`src/rtl/spi_regbank_pkg.sv`:
```
// Shared register addresses and default constants for the SPI register bank.
package spi_regbank_pkg;

  localparam logic [7:0] ADDR_ID         = 8'h00;
  localparam logic [7:0] ADDR_CTRL       = 8'h01;
  localparam logic [7:0] ADDR_GAIN       = 8'h02;
  localparam logic [7:0] ADDR_IRQ_STATUS = 8'h03;
  localparam logic [7:0] ADDR_IRQ_MASK   = 8'h04;
  localparam logic [7:0] ADDR_SCRATCH    = 8'h05;
  localparam logic [7:0] ADDR_WRCNT      = 8'h06;

  localparam logic [7:0] ID_DEFAULT   = 8'hA5;
  localparam logic [7:0] CTRL_DEFAULT = 8'h00;
  localparam logic [7:0] GAIN_DEFAULT = 8'h10;

endpackage

```
`src/rtl/spi_regbank_pulse_sync.sv`:
```
// Two-flop synchronizer for an asynchronous level, followed by a rising-edge
// detector that yields a single clk-cycle pulse per low-to-high transition.
module pulse_sync (
  input  logic clk,
  input  logic rst,
  input  logic async_in,
  output logic pulse
);

  logic s1_q, s2_q, s3_q;
  logic s1_d, s2_d, s3_d;

  // Shift chain: s1/s2 resolve metastability, s3 remembers the previous level.
  always_comb begin
    s1_d = async_in;
    s2_d = s1_q;
    s3_d = s2_q;
  end

  // Synchronizer registers, cleared by synchronous reset.
  always_ff @(posedge clk) begin
    if (rst) begin
      s1_q <= 1'b0;
      s2_q <= 1'b0;
      s3_q <= 1'b0;
    end else begin
      s1_q <= s1_d;
      s2_q <= s2_d;
      s3_q <= s3_d;
    end
  end

  assign pulse = s2_q & ~s3_q;

endmodule

```
`src/rtl/spi_regbank.sv`:
```
// Register bank behind the SPI slave: synchronized write strobe, config
// registers, sticky W1C interrupt status with mask, and a registered read port.
module spi_regbank
  import spi_regbank_pkg::*;
#(
  parameter logic [7:0] ID_VALUE = ID_DEFAULT,
  parameter logic [7:0] CTRL_RST = CTRL_DEFAULT,
  parameter logic [7:0] GAIN_RST = GAIN_DEFAULT
) (
  input  logic       clk,
  input  logic       rst,
  input  logic [7:0] rf_addr,
  input  logic [7:0] rf_din,
  input  logic       wre,
  output logic [7:0] rf_dout,
  input  logic [7:0] irq_in,
  output logic [7:0] ctrl_out,
  output logic [7:0] gain_out,
  output logic       irq
);

  logic       wr_pulse;
  logic [7:0] ctrl_q, ctrl_d;
  logic [7:0] gain_q, gain_d;
  logic [7:0] irq_status_q, irq_status_d;
  logic [7:0] irq_mask_q, irq_mask_d;
  logic [7:0] scratch_q, scratch_d;
  logic [7:0] wr_count_q, wr_count_d;
  logic [7:0] rf_dout_q, rf_dout_d;
  logic       irq_q, irq_d;
  logic [7:0] clr_bits;

  pulse_sync u_wre_sync (
    .clk      (clk),
    .rst      (rst),
    .async_in (wre),
    .pulse    (wr_pulse)
  );

  // Next-state for all registers; address/data are sampled only on wr_pulse,
  // by which time the sclk-domain bus has long been stable.
  always_comb begin
    ctrl_d     = ctrl_q;
    gain_d     = gain_q;
    irq_mask_d = irq_mask_q;
    scratch_d  = scratch_q;
    wr_count_d = wr_count_q;
    clr_bits   = 8'h00;
    if (wr_pulse) begin
      // Every accepted write counts, including unmapped and read-only targets.
      wr_count_d = wr_count_q + 8'd1;
      case (rf_addr)
        ADDR_CTRL:       ctrl_d     = rf_din;
        ADDR_GAIN:       gain_d     = rf_din;
        ADDR_IRQ_STATUS: clr_bits   = rf_din;
        ADDR_IRQ_MASK:   irq_mask_d = rf_din;
        ADDR_SCRATCH:    scratch_d  = rf_din;
        default:         ;
      endcase
    end
    // Set is OR-ed in after the clear so a same-cycle event is never lost.
    irq_status_d = (irq_status_q & ~clr_bits) | irq_in;
    irq_d        = |(irq_status_d & irq_mask_d);

    case (rf_addr)
      ADDR_ID:         rf_dout_d = ID_VALUE;
      ADDR_CTRL:       rf_dout_d = ctrl_q;
      ADDR_GAIN:       rf_dout_d = gain_q;
      ADDR_IRQ_STATUS: rf_dout_d = irq_status_q;
      ADDR_IRQ_MASK:   rf_dout_d = irq_mask_q;
      ADDR_SCRATCH:    rf_dout_d = scratch_q;
      ADDR_WRCNT:      rf_dout_d = wr_count_q;
      default:         rf_dout_d = 8'h00;
    endcase
  end

  // Register storage with synchronous reset to the documented defaults.
  always_ff @(posedge clk) begin
    if (rst) begin
      ctrl_q       <= CTRL_RST;
      gain_q       <= GAIN_RST;
      irq_status_q <= 8'h00;
      irq_mask_q   <= 8'h00;
      scratch_q    <= 8'h00;
      wr_count_q   <= 8'h00;
      rf_dout_q    <= 8'h00;
      irq_q        <= 1'b0;
    end else begin
      ctrl_q       <= ctrl_d;
      gain_q       <= gain_d;
      irq_status_q <= irq_status_d;
      irq_mask_q   <= irq_mask_d;
      scratch_q    <= scratch_d;
      wr_count_q   <= wr_count_d;
      rf_dout_q    <= rf_dout_d;
      irq_q        <= irq_d;
    end
  end

  assign rf_dout  = rf_dout_q;
  assign ctrl_out = ctrl_q;
  assign gain_out = gain_q;
  assign irq      = irq_q;

endmodule

```
`config.mk`:
```
export PLATFORM = sky130hd
export DESIGN_NAME = spi_regbank
export DESIGN_NICKNAME = d
export VERILOG_FILES = /design/src/rtl/spi_regbank_pkg.sv /design/src/rtl/spi_regbank_pulse_sync.sv /design/src/rtl/spi_regbank.sv
export SDC_FILE = /design/constraint.sdc
export NUM_CORES = 1
export LEC_CHECK = 0
export CORE_ASPECT_RATIO = 0.75
export CORE_MARGIN = 2
export CORE_UTILIZATION = 57
export CTS_BUF_LIST = sky130_fd_sc_hd__clkbuf_4 sky130_fd_sc_hd__clkbuf_8
export DETAILED_ROUTE_END_ITERATION = 8
export PLACE_DENSITY = 0.87
export SKIP_LAST_GASP = 1
export SLEW_MARGIN = 20
export SYNTH_ARGS = -nofsm -noshare
export SYNTH_HDL_FRONTEND = slang
export SYNTH_HIERARCHICAL = 1
export SYNTH_SLANG_ARGS = --single-unit
export TNS_END_PERCENT = 1
```
`constraint.sdc`:
```
create_clock -name clk -period 5.8 [get_ports clk]
set_clock_uncertainty 0.2 [all_clocks]
set_input_delay 0.58 -clock clk [delete_from_list [all_inputs] [get_ports clk]]
set_output_delay 0.58 -clock clk [all_outputs]
set_load 0.05 [all_outputs]
```
Word-level counts from Yosys, hierarchy flattened

Cells that the tools add are included.

Bits in registers: 60
Bits of input ports: 27
Output and inout bits: 25
Logic and storage cells: 34

Add/subtract/negate cells: 1
Eq/ne operators: 6
Multiplexer cells: 5
Bitwise logic cells: 6
Reductions and logical operators: 5

Operators with widths:

| kind                | count |
|---|---|
| $pmux 8 s7          | 1 |
| $mux 8              | 4 |
| $eq 8x3->1 const B  | 3 |
| $and 8x8->8         | 2 |
| $eq 8x2->1 const B  | 2 |
| $add 8x1->8 const B | 1 |
| $eq 8x1->1 const B  | 1 |
| $logic_not 8->1     | 1 |
| $not 8->8           | 1 |
| $or 8x8->8          | 1 |
| $reduce_or 8->1     | 1 |
| $reduce_and 2->1    | 3 |
| $and 1x1->1         | 1 |
| $not 1->1           | 1 |

Depth between registers and ports, before layout

Word-level depth: 8
Mapped depth: 8
Gate-level depth less buffers: 6

Hierarchy

Netlist, hierarchy kept.

Modules (own cells, without submodules):

| module      | times used | cells an instance | area an instance (um2) | sequential area each (um2) |
|---|---|---|---|---|
| spi_regbank | 1          | 282               | 2489.9                 | 1141.1 |
| pulse_sync  | 1          | 7                 | 87.6                   | 60.1 |

Least setup slack after synthesis

No wires, ideal clock.

Kind: in2reg
Start: input port rf_addr[2]
End: register irq_q, in the netlist irq
Arrival time: 1919 ps
Required time: 5475 ps
Path slack: 3556 ps
Cell stages on the path: 7
Path buffers: 2
Cell sequence: buf_4 > nor2b_1 > buf_4 > nand3_1 > o22ai_1 > o22ai_1 > o41a_1

Word-level cells in the longest chain between the ends: 8
Elaborated cells on any way between the ends: 11

RTL lines:

| what                 | line              | source |
|---|---|---|
| start, declared      | spi_regbank.sv:12 | `input logic [7:0] rf_addr,` |
| $eq 8x2->1           | spi_regbank.sv:52 | `case (rf_addr)` |
| $mux 8               | spi_regbank.sv:52 |  |
| $mux 8               | spi_regbank.sv:49 | `if (wr_pulse) begin` |
| $not 8->8            | spi_regbank.sv:62 | `irq_status_d = (irq_status_q & ~clr_bits) \| irq_in;` |
| $and 8x8->8          | spi_regbank.sv:62 |  |
| $or 8x8->8           | spi_regbank.sv:62 |  |
| $and 8x8->8 *        | spi_regbank.sv:63 | `irq_d = \|(irq_status_d & irq_mask_d);` |
| $reduce_or 8->1 *    | spi_regbank.sv:63 |  |
| end signal, assigned | spi_regbank.sv:96 | `irq_q <= irq_d;` |
| end, declared        | spi_regbank.sv:30 | `logic irq_q, irq_d;` |

Every way passes the cells marked *; elsewhere a longest branch is shown, timed or not.
A chain may end at the register's enable or synchronous reset.

Final worst setup path

Same ends and word-level chain as after synthesis.

==> flow_summary.ini <==
[outcome]
status = complete, no violations

[power_and_ir_drop]
total_power_w = 0.000839
ir_drop_uv = 189
p_leak_nw = 1.26
p_per_area_nw_per_um2 = 257

[global_route]
antenna_found_initial = 0
grt_pass1_vias = 2224
grt_pass1_wl_um = 10600
grt_max_degree = 52
overflow = 0
track_usage = 0.285

[sta]
relSlewSlack = 0.424
hold_ws_ps = 235
tightest_slew_ps = 861
post-route-period-util = 0.643
rsz0062_at_grt = false
fin_crit_ps = 3730
fmax_ghz = 0.268
setup_viol = 0
slew_viol_final = 0
finalHoldViolCount = 0
fin_setup_tns_ps = 0

[critical_path]
endpoint_kind = flop
crit_path_max_fanout = 20
crit_arrival_ps = 3760
start_kind = primary input
cp_cell_sequence = clkdlybuf4s50_1 > nor2b_1 > nand4b_1 > mux2i_1 > o22ai_1 > o41a_1
slowest_stage = clkdlybuf4s50_1
critPathBufInv = 1
critPathTopFamily = simple AND/OR/NAND/NOR gates
critical_path_class = primary input to flop
cp_slowest_stage_delay_ps = 1020
critical_path_required_ps = 5830

[finish]
num-fill-cells = 348
syn_to_final_growth_pct = 26.7
nNetsFinal = 363
final_cells = 394
drive_above_1_share = 0.0682
final_cell_mix = 60 x dfxtp_1, 51 x clkdlybuf4s50_1, 38 x nor2_1, 32 x nand2_1, 25 x mux2i_1
post-route-cell-area_um2 = 3270
diodes = 0
final_common_cell = dfxtp_1

[synth]
yosysWarnings = 6
synth_edf_count = 0
syn-num-nets = 317
synthCells = 289
async_flop_share = 0
yosysUniqueCellTypes = 37
synth_area_um2 = 2580
synth_area_leaders = dfxtp_1 47%, mux2i_1 9.7%, nor2_1 5.5%, a21oi_1 4.7%, nand2_1 4.7%
post-synth-top-area-cell = dfxtp_1
ys_ff_latch = 60
synth_top_cell_area_share = 0.466
syn_area_per_cell_um2 = 8.92
ys_seq_area_frac = 0.466
ys.flop_type = dfxtp_1

[clock_tree]
path_clk_slew_ps = 60
postCtsHoldBufs = 0
ctsResizeCount = 0
cts_buffers = 9
cts_max_path_buffers = 2
clock_latency_ps = 350
cts_setup_buffers = 0
clock-sinks = 60
cts_tree = built
htreeDepth = 3
cts_root_buf = clkbuf_8

[placement]
dpl-instance-area_um2 = 3090
dp.cells = 381
dp_hpwl_um = 4510
numPortBuffers = 51
gp_congestion = 0.875

[routing]
drc = 0
wire_per_inst_um = 16.9
drt_first_pass_iters = 5
wl_um = 6640
via_per_inst = 5.96
vias = 2349
postRouteAntennaNets = 0
drt_iter0_drc = 259

[floorplanning]
coreArea_um2 = 4410
ios = 52
dieArea_um2 = 5080
start_util = 0.584
rows = 21
die_h_um = 62.2
die_w_um = 81.6

[hold_path]
hold_path.class = flop to flop

[flow_run]
cap_violations = 0
per-layer routing:
layer | vias up | part of all wire | global-route usage | wire, um
met2 | 123 | 0.44 | 0.410 | 2920
met1 | 1103 | 0.43 | 0.378 | 2860
li1 | 1107 | - | - | -
met5 | - | 0 | 0 | 0
met3 | 16 | 0.10 | 0.0828 | 671
met4 | 0 | 0.028 | 0.163 | 189
cell type report:
class | count | area, um2 | share of cell area
Inverter | 3 | 11.3 | 0.00345
Sequential cell | 60 | 1200 | 0.368
Clock inverter | 3 | 40.0 | 0.0123
Clock buffer | 10 | 138 | 0.0421
Timing Repair Buffer | 54 | 533 | 0.163
Multi-Input combinational cell | 207 | 1270 | 0.389
Tap cell | 57 | 71.3 | 0.0218
state kept, by name, summed over array words and instances (netlist names):
register,flops
gain_out,8
u_wre_sync/s1_q,1
u_wre_sync/s2_q,1
u_wre_sync/s3_q,1
scratch_q,8
wr_count_q,8
ctrl_out,8
irq_status_q,8
rf_dout,8
irq,1
irq_mask_q,8
cell families after synthesis:
logic type	after synthesis	share of synthesized area
compound gates	60	0.145
buf+inv	22	0.0408
simple gates	113	0.217
flops	60	0.466
xor+xnor	5	0.0170
mux	28	0.110
fa+ha+maj	1	0.00485
worst paths after layout:
path                    from              end  slack [ps]  depth (start not counted)
max               rf_addr[2]              irq        2070                          6
min          u_wre_sync/s1_q  u_wre_sync/s2_q         240                          1
max reg2reg  u_wre_sync/s2_q              irq        3050                          6
min reg2reg  u_wre_sync/s1_q  u_wre_sync/s2_q         240                          1
cell usage after synthesis, types with 2 or more instances:
cell      instances
a211oi_1          4
buf_4             3
buf_2             3
o22ai_1          13
mux2i_1          25
dfxtp_1          60
or3_1             2
buf_1             3
nor2_1           38
a21oi_1          24
nand4b_1          2
inv_1             3
nand4_1           3
clkbuf_1          9
nor2b_1           8
xor2_1            4
nand2_1          32
nand3_1          11
a22oi_1           3
a221oi_1          5
nand3b_1          8
a32oi_1           2
nor3b_1           3
o21ai_0           6
mux2_2            3
per-stage QoR:
stage | util | setup slack [ps]
2_1_floorplan | - | 3560
3_3_place_gp | 0.700 | 1850
3_5_place_dp | 0.700 | 1770
4_1_cts | 0.740 | 2130
5_1_grt | 0.740 | 1890
6_report | 0.740 | 2070
power by group:
| group | total, W | switching [W] | internal, W |
|---|---|---|---|
| clock | 0.000352 | 0.000151 | 0.000201 |
| sequential | 0.000421 | 0.00000340 | 0.000418 |
| combinational | 0.0000654 | 0.0000349 | 0.0000305 |
worst reg2reg max path: stages, from the launching register on:
cell	delay (ps)
dfxtp_1	320
nor2b_2	330
nor2b_1	270
nand4b_1	550
mux2i_1	430
o22ai_1	120
o41a_1	420
Power figures use the tool's default switching activity.
